**src/rtl/desc_mem_arb_pkg.sv**
```systemverilog
// Shared types for the descriptor RAM arbiter: width defaults, port ids, command bundle.
// Optional lock support is enabled by defining DESC_MEM_ARB_LOCK_EN.
package desc_mem_arb_pkg;

   localparam int ADDR_W_DEF = 10;
   localparam int DATA_W_DEF = 32;

   typedef enum logic {
      PORT_A = 1'b0,
      PORT_B = 1'b1
   } port_id_e;

   // Command as presented by an Avalon-MM master in one cycle
   typedef struct packed {
      logic [ADDR_W_DEF-1:0]   address;
      logic [DATA_W_DEF/8-1:0] byteenable;
      logic                    read;
      logic                    write;
      logic [DATA_W_DEF-1:0]   writedata;
   } mem_cmd_t;

endpackage

```
**src/rtl/desc_mem_rr_arb2.sv**
```systemverilog
// Two-requester round-robin arbiter with registered last_grant.
// With DESC_MEM_ARB_LOCK_EN a granted port asserting lock keeps ownership until it drops lock.
module desc_mem_rr_arb2
   import desc_mem_arb_pkg::*;
(
   input  logic clk,
   input  logic reset_n,
`ifdef DESC_MEM_ARB_LOCK_EN
   input  logic lock_a,
   input  logic lock_b,
`endif
   input  logic req_a,
   input  logic req_b,
   output logic gnt_a,
   output logic gnt_b
);

   port_id_e last_grant;
   logic     rr_a;
   logic     rr_b;

`ifdef DESC_MEM_ARB_LOCK_EN
   logic     lock_vld;
   port_id_e lock_owner;
`endif

   always_comb begin
      rr_a  = req_a && (!req_b || last_grant == PORT_B);
      rr_b  = req_b && !rr_a;
      gnt_a = rr_a;
      gnt_b = rr_b;
`ifdef DESC_MEM_ARB_LOCK_EN
      // An active lock excludes the other port even while the owner is idle
      if (lock_vld) begin
         gnt_a = (lock_owner == PORT_A) && req_a;
         gnt_b = (lock_owner == PORT_B) && req_b;
      end
`endif
   end

   always_ff @(posedge clk or negedge reset_n) begin
      if (!reset_n) begin
         last_grant <= PORT_B;
`ifdef DESC_MEM_ARB_LOCK_EN
         lock_vld   <= 1'b0;
         lock_owner <= PORT_A;
`endif
      end else begin
         if (gnt_a)      last_grant <= PORT_A;
         else if (gnt_b) last_grant <= PORT_B;
`ifdef DESC_MEM_ARB_LOCK_EN
         if (gnt_a) begin
            lock_vld   <= lock_a;
            lock_owner <= PORT_A;
         end else if (gnt_b) begin
            lock_vld   <= lock_b;
            lock_owner <= PORT_B;
         end
`endif
      end
   end

endmodule

```
**src/rtl/desc_mem_arbiter.sv**
```systemverilog
// Shares the single-port descriptor RAM between the TX (A) and RX (B) SGDMA masters.
// Optional atomic lock inputs are enabled by defining DESC_MEM_ARB_LOCK_EN.
module desc_mem_arbiter
   import desc_mem_arb_pkg::*;
#(
   parameter int ADDR_W     = ADDR_W_DEF,
   parameter int DATA_W     = DATA_W_DEF,
   parameter int RD_LATENCY = 1
) (
   input  logic                clk,
   input  logic                reset_n,
`ifdef DESC_MEM_ARB_LOCK_EN
   input  logic                a_lock,
   input  logic                b_lock,
`endif
   input  logic [ADDR_W-1:0]   a_address,
   input  logic [DATA_W/8-1:0] a_byteenable,
   input  logic                a_read,
   input  logic                a_write,
   input  logic [DATA_W-1:0]   a_writedata,
   output logic                a_waitrequest,
   output logic [DATA_W-1:0]   a_readdata,
   output logic                a_readdatavalid,
   input  logic [ADDR_W-1:0]   b_address,
   input  logic [DATA_W/8-1:0] b_byteenable,
   input  logic                b_read,
   input  logic                b_write,
   input  logic [DATA_W-1:0]   b_writedata,
   output logic                b_waitrequest,
   output logic [DATA_W-1:0]   b_readdata,
   output logic                b_readdatavalid,
   output logic [ADDR_W-1:0]   mem_address,
   output logic [DATA_W/8-1:0] mem_byteenable,
   output logic                mem_chipselect,
   output logic                mem_write,
   output logic [DATA_W-1:0]   mem_writedata,
   output logic                mem_clken,
   input  logic [DATA_W-1:0]   mem_readdata
);

   // The response path is a single register stage; the command struct is sized by the package
   if (RD_LATENCY != 1) begin : g_bad_latency
      $error("desc_mem_arbiter: only RD_LATENCY=1 is supported");
   end
   if (ADDR_W != ADDR_W_DEF || DATA_W != DATA_W_DEF) begin : g_bad_width
      $error("desc_mem_arbiter: widths must match desc_mem_arb_pkg defaults");
   end

   mem_cmd_t cmd_a, cmd_b, cmd_g;
   logic     gnt_a, gnt_b;
   logic     rd_pend;
   port_id_e rd_owner;

   assign cmd_a = '{address: a_address, byteenable: a_byteenable, read: a_read,
                    write: a_write, writedata: a_writedata};
   assign cmd_b = '{address: b_address, byteenable: b_byteenable, read: b_read,
                    write: b_write, writedata: b_writedata};

   desc_mem_rr_arb2 u_arb (
      .clk     (clk),
      .reset_n (reset_n),
`ifdef DESC_MEM_ARB_LOCK_EN
      .lock_a  (a_lock),
      .lock_b  (b_lock),
`endif
      .req_a   (a_read | a_write),
      .req_b   (b_read | b_write),
      .gnt_a   (gnt_a),
      .gnt_b   (gnt_b)
   );

   assign cmd_g          = gnt_b ? cmd_b : cmd_a;
   assign mem_address    = cmd_g.address;
   assign mem_byteenable = cmd_g.byteenable;
   assign mem_writedata  = cmd_g.writedata;
   assign mem_chipselect = gnt_a | gnt_b;
   assign mem_write      = mem_chipselect & cmd_g.write;
   assign mem_clken      = 1'b1;

   assign a_waitrequest  = (a_read | a_write) & ~gnt_a;
   assign b_waitrequest  = (b_read | b_write) & ~gnt_b;

   always_ff @(posedge clk or negedge reset_n) begin
      if (!reset_n) begin
         rd_pend  <= 1'b0;
         rd_owner <= PORT_A;
      end else begin
         rd_pend  <= mem_chipselect & cmd_g.read;
         if (mem_chipselect) rd_owner <= gnt_b ? PORT_B : PORT_A;
      end
   end

   assign a_readdatavalid = rd_pend && rd_owner == PORT_A;
   assign b_readdatavalid = rd_pend && rd_owner == PORT_B;
   assign a_readdata      = a_readdatavalid ? mem_readdata : '0;
   assign b_readdata      = b_readdatavalid ? mem_readdata : '0;

endmodule

```
**config.mk**
```make
export PLATFORM = sky130hd
export DESIGN_NAME = desc_mem_arbiter
export DESIGN_NICKNAME = d
export VERILOG_FILES = /design/src/rtl/desc_mem_arb_pkg.sv /design/src/rtl/desc_mem_rr_arb2.sv /design/src/rtl/desc_mem_arbiter.sv
export SDC_FILE = /design/constraint.sdc
export NUM_CORES = 1
export LEC_CHECK = 0
export CORE_AREA = 2 2 96 98
export CTS_BUF_LIST = sky130_fd_sc_hd__clkbuf_8
export DETAILED_ROUTE_END_ITERATION = 7
export DIE_AREA = 0 0 98 100
export MAX_ROUTING_LAYER = met4
export PLACE_DENSITY_LB_ADDON = 0.12
export SKIP_LAST_GASP = 1
export SYNTH_ARGS = -nofsm -noshare
export SYNTH_HDL_FRONTEND = slang
export SYNTH_HIERARCHICAL = 1
export SYNTH_SLANG_ARGS = --single-unit
```
**constraint.sdc**
```tcl
create_clock -name clk -period 3.6 [get_ports clk]
set_input_delay 0.36 -clock clk [delete_from_list [all_inputs] [get_ports clk]]
set_output_delay 0.36 -clock clk [all_outputs]
set_load 0.02 [all_outputs]
```
==> results of run 1 <==
-- worst reg2reg max path: stages (launching register included) --
cell and delay [ns]:
dfstp_2 0.38, a21boi_4 0.16, buf_4 0.37, nor2b_1 0.12, a22o_1 0.21
-- worst paths after layout --
kind,endpoint,start,cells after the start
setup / recovery,mem_address[9],a_read,6
hold / removal,rd_owner$_DFFE_PN0P_,reset_n,1
setup reg to reg,rd_pend$_DFF_PN0_,u_arb/last_grant$_DFFE_PN1P_,4
hold reg to reg,u_arb/last_grant$_DFFE_PN1P_,u_arb/last_grant$_DFFE_PN1P_,2
max in group asynchronous,u_arb/last_grant$_DFFE_PN1P_,reset_n,1
min in group clk,u_arb/last_grant$_DFFE_PN1P_,u_arb/last_grant$_DFFE_PN1P_,2
-- final cells by class --
class                   count  area [sq um]
repair buffers            249          2495
well taps                 111         138.9
inverters                   2         7.507
clock inverters             1         3.754
clock buffers               3         41.29
fillers                   870          4900
flip-flops and latches      3         76.32
multi-input cells         126          1227
-- kinds of logic (layout without fill, tap and decap cells) --
kind of cell           Yosys count  after routing  synth area share, %
AO/OA/AOI/OAI                    6              6                3.139
buffers and inverters           18            255                9.939
flip-flops                       3              3                5.319
multiplexers                    46             46                47.86
other                            1              1               0.2613
AND/OR/NAND/NOR                 73             73                33.48
-- sequential cells by signal, indices dropped and copies added (netlist names) --
register	count
rd_pend	1
u_arb/last_grant	1
rd_owner	1
-- cell usage in the layout (no fill, tap or decap), drive strengths merged, types with 2 or more instances in the layout --
master,netlist,routed
a21boi,2,2
a22o,2,2
and2,34,34
and3,32,32
buf,10,4
clkbuf,6,3
clkdlybuf4s50,0,245
dfrtp,2,2
inv,2,3
mux2,46,46
nor2b,3,3
or2,3,3
-- stage by stage --
stage / instance area (sq um) / cells / total power (uW)
2_1_floorplan: 1435 / 147 / 546.0
6_report: 3990 / 495 / 1069
3_3_place_gp: 3945 / 491 / 982.6
5_1_grt: 3990 / 495 / 1128
3_5_place_dp: 3945 / 491 / 979.9
4_1_cts: 3990 / 495 / 1084
-- power groups by stage --
stage               registers [uW]  logic, uW  clock network, uW
floorplan                     50.4        496                  0
global placement              48.6        934                  0
detailed placement            48.4        932                  0
CTS                           48.4        935                100
global route                  48.7        976                103
finish                        48.4        925               95.4
-- synth_stat cells, drive strengths merged --
library cell | count | area, sq um
clkbuf | 6 | 26.27
nor2 | 1 | 3.750
a21boi | 2 | 15.02
a22o | 2 | 17.52
a21o | 1 | 7.510
dfstp | 1 | 26.28
and2 | 34 | 227.7
and3 | 32 | 203.9
buf | 10 | 108.9
nor2b | 3 | 26.27
conb | 1 | 3.750
or2 | 3 | 18.77
mux2 | 46 | 686.9
a21oi | 1 | 5.000
dfrtp | 2 | 50.05
inv | 2 | 7.510
-- routing by layer --
metal	global-route usage (%)	share of wire, %	vias up
met5	-	0	-
met3	4.805	12	3
li1	-	-	983
met1	15.61	40	868
met4	1.282	0.20	0
met2	23.23	48	147
==> summary.md, run 1 <==
| Metric | Value |
|---|---|
| Final Hold Violating Endpoints | 0 |
| Crit end category | primary output |
| Seq pwr share | 4.5% |
| Share of cells above drive strength 1 | 19.27% |
| Final #Nets | 515 |
| FMAX | 337.1 MHz |
| Global-route usage over all layers | 13.43% |
| Diode count | 0 |
| Crit path DAT | 2.61 ns |
| Finished Core Util | 44.88% |
| Port Buf Inserts | 245 |
| Hold Buf Count CTS | 0 |
| Min Tclk post-route | 2.966 ns |
| Routed len/inst | 14.22 um |
| P_int | 644.0 uW |
| CTS buffer count | 3 |
| Unique masters post-synth | 23 |
| Number of DRC markers after the initial detailed-route iteration | 18 |
| Setup Buffers After CTS | 0 |
| Maximum vdd drop | 145.8 uV |
| Die H | 100 um |
| Final WS setup | 0.6336 ns |
| Net Sw Power | 425.4 uW |
| Vias in the first global route | 2074 |
| Max_cap viols | 0 |
| Antenna Violating Nets Remaining | 0 |
| Antenna violations before repair | 0 |
| Area grow syn2layout | 178.0% |
| Die ar. | 9800 sq um |
| Max Root-Sink Buffers | 2 |
| Post-Syn Area | 1435 sq um |
| CP required | 3.24 ns |
| R2R Setup Slk | 2.24 ns |
| Later-pin clock latency in the skew report | 0.22 ns |
| Slowest cell delay on critical path | 0.54 ns |
| Relative slew slack | 64.06% |
| Max-slew violation count | 0 |
| Buf/Inv on CP | 3 |
| Final TNS setup | 0 ns |
| FF+latch count, synth | 3 |
| Post_cts resized | 0 |
| LEAKAGE | 0.001732 uW |
| DRC | 0 |
| I/O Pins | 247 |
| First-pass DRT Iterations | 4 |
| Endpoints failing setup | 0 |
| Setup Skew | 0.002015 ns |
| Die width | 98 um |
| Sw Ratio | 39.78% |
| Clock power share | 8.9% |
| Comb power frac | 86.5% |
| Area of the core | 8890 sq um |
| CP Max Fanout | 23 |
| Dpl hpwl | 6.049 mm |
| Place WS | 0.6237 ns |
| Gpl congestion | 0.7616 |
| Initial Util | 16.14% |
| Clock-pin slew on the worst setup and hold paths | 0.03 ns |
| First-pass GRT wire length | 10.44 mm |
| Warnings, synthesis | 6 |
| Top delay family on crit path | buffers and inverters |
| Status | completed |
| Largest net degree at the start of global routing | 35 |
| Avg Cell Area, Syn | 9.763 sq um |
| Worst path most repeated cell | clkdlybuf4s50_1 |
| Critical path, cell by cell | clkdlybuf4s50_1 > or2_2 > a21boi_4 > buf_4 > mux2_2 > clkdlybuf4s50_1 |
| HP Class | in -> async |
| Worst slew pin tran | 0.5379 ns |
| Clock Sinks | 3 |
| Via count | 2001 |
| Register area share after synthesis | 5.318% |
| Critical path's slowest cell | clkdlybuf4s50_1 |
| Critical path class | in -> out |
| Avg Vias per Cell | 4.042 |
| H-tree depth | 1 |
| Cell Pwr Density | 268.0 nW/um^2 |
| Cells after Synth | 147 |
| Post-Syn Nets | 277 |
| Critical Path Source Type | input pin |
| Total wire length | 7.039 mm |
| Overflow after GRT | 0 |
| Row count | 35 |
| WHS | 0.3263 ns |
| Period utilization | 82.40% |
| CTS tree | built |
| Root buf cell | clkbuf_8 |
| RSZ-0062 raised after global routing | no |
No activity file was read; power rests on OpenSTA's default activity.
==> inputs of run 2 (changes only) <==
Clock period 3.6 ns to 2.5 ns, I/O delays scaled along.
==> run 2 against run 1 <==
Effect of this change:
- clock skew down 0.0019 ns
- sequential cell count did not move
- largest cell class unchanged
- critical endpoint is now mem_writedata[25]
- highest routed layer unchanged
- first-iteration DRC count up 22%
- combinational power up 45%
- worst setup slack lost 0.57 ns
- die area stayed put
==> summary.md, run 2 (synthesized netlist as in run 1, its figures left out) <==
| Metric | Value |
|---|---|
| Status | completed |
| Clock power share | 8.9% |
| Root buf cell | clkbuf_8 |
| Seq. cell area | 76.32 sq um |
| Period utilization | 97.59% |
| First-pass GRT wire length | 10.34 mm |
| Max_cap viols | 0 |
| Critical R2R Launch | u_arb/last_grant$_DFFE_PN1P_ |
| Initial Util | 16.14% |
| Worst Setup EP | mem_writedata[25] |
| CTS buffer count | 3 |
| Final #Nets | 523 |
| Endpoints failing setup | 0 |
| Seq pwr share | 4.6% |
| Avg Vias per Cell | 4.026 |
| Routed length on met1 | 2.748 mm |
| CP Max Fanout | 11 |
| LEAKAGE | 0.002088 uW |
| Later-pin clock latency in the skew report | 0.22 ns |
| DRC | 0 |
| Max-slew violation count | 0 |
| R2R depth | 6 |
| Cell Pwr Density | 374.3 nW/um^2 |
| Critical path origin | a_read |
| First-pass DRT Iterations | 3 |
| Largest net degree at the start of global routing | 35 |
| R2R Path End | rd_pend$_DFF_PN0_ |
| Final Hold Violating Endpoints | 0 |
| Critical Path Source Type | input pin |
| Crit end category | primary output |
| Antenna violations before repair | 0 |
| Port Buf Inserts | 245 |
| Gpl congestion | 0.7384 |
| RSZ-0062 raised after global routing | yes |
| Maximum vdd drop | 171.4 uV |
| Min Tclk post-route | 2.440 ns |
| Filler instances | 852 |
| Finished Core Util | 46.70% |
| Row count | 35 |
| Most common cell after layout, fill and taps aside | clkdlybuf4s50_1 |
| Antenna Violating Nets Remaining | 0 |
| Die H | 100 um |
| HP Class | in -> async |
| I/O Pins | 247 |
| Via count | 2025 |
| Die width | 98 um |
| Number of DRC markers after the initial detailed-route iteration | 22 |
| Comb power frac | 86.5% |
| Clock Sinks | 3 |
| Top Metal Used | met4 |
| WHS | 0.2196 ns |
| Max Root-Sink Buffers | 2 |
| CP required | 2.25 ns |
| Share of cells above drive strength 1 | 20.92% |
| Top flop regs | rd_owner (1), rd_pend (1), u_arb/last_grant (1) |
| Sw Ratio | 40.10% |
| Overflow after GRT | 0 |
| WL met2 | 3.760 mm |
| CTS tree | built |
| Routed len/inst | 14.56 um |
| R2R Setup Slk | 1.04 ns |
| Area of the multi-input gates | 1227 sq um |
| Vias in the first global route | 2022 |
| Post-DP Area | 3988 sq um |
| Setup Skew | 0.00009102 ns |
| Diode count | 0 |
| FMAX | 409.9 MHz |
| Net Sw Power | 623.0 uW |
| Clock-pin slew on the worst setup and hold paths | 0.03 ns |
| Final Cell Area | 4151 sq um |
| Critical path class | in -> out |
| Most frequent cells in the layout | clkdlybuf4s50_1 (198), mux2_4 (45), dlymetal6s2s_1 (30), and3_1 (29), and2_1 (22) |
| Die ar. | 9800 sq um |
| Dpl hpwl | 6.084 mm |
| Total wire length | 7.325 mm |
| Crit path DAT | 2.19 ns |
| H-tree depth | 1 |
| P_int | 930.7 uW |
| Area grow syn2layout | 189.3% |
| Global-route usage over all layers | 13.31% |
| DR WL met3 | 788 um |
| Area of the core | 8890 sq um |
-- run 2: worst min path at each step --
stage / from / end / slack [ns] / depth (start not counted)
floorplan: reset_n / rd_owner$_DFFE_PN0P_ / -0.05 / 0
detailed placement: reset_n / rd_pend$_DFF_PN0_ / 0.45 / 1
global route: reset_n / rd_owner$_DFFE_PN0P_ / 0.23 / 1
CTS: reset_n / rd_pend$_DFF_PN0_ / 0.22 / 1
finish: reset_n / rd_owner$_DFFE_PN0P_ / 0.22 / 1
global placement: reset_n / rd_pend$_DFF_PN0_ / 0.45 / 1
-- run 2: what timing repair did --
action,in CTS,in global routing
pin swaps,0,1
cloned,0,2
setup endpoints to repair,47,31
setup buffers,0,2
hold buffers,0,0
hold endpoints to repair,0,0
resized for setup,17,30
-- run 2: final cells by class --
cell class	instances	share of cell area, %
repair buffers	257	63.98
multi-input cells	126	29.57
well taps	111	3.345
flip-flops and latches	3	1.838
clock buffers	3	0.9946
inverters	2	0.1808
clock inverters	1	0.09042
-- run 2: critical path, stage by stage --
cell and delay (ns):
clkdlybuf4s50_1 0.41, or2_2 0.33, a21boi_4 0.24, buf_4 0.17
clkbuf_16 0.16, mux2_4 0.29, dlygate4sd2_1 0.33
-- run 2: stage by stage --
stage / setup slack, ns / setup TNS, ns / cells / power (uW)
floorplan: 0.8214 / 0 / 147 / 786.3
global route: -0.01128 / -0.07001 / 503 / 1639
CTS: -0.1461 / -3.718 / 499 / 1552
finish: 0.06025 / 0 / 503 / 1554
global placement: -0.1393 / -4.674 / 495 / 1432
detailed placement: -0.1440 / -4.949 / 495 / 1432
-- run 2: power by group through the flow --
stage	clock (uW)	sequential [uW]	combinational, uW
after floorplan	0	72.5	714
after global placement	0	71.1	1360
after detailed placement	0	71.7	1360
after CTS	143	71.4	1340
after global routing	149	72.7	1420
final	138	71.1	1340
-- run 2: metal layers --
layer	vias to the layer above	GRT usage (%)
met5	-	-
met3	2	4.805
met2	149	24.08
li1	1001	-
met1	873	14.79
met4	0	0.7479
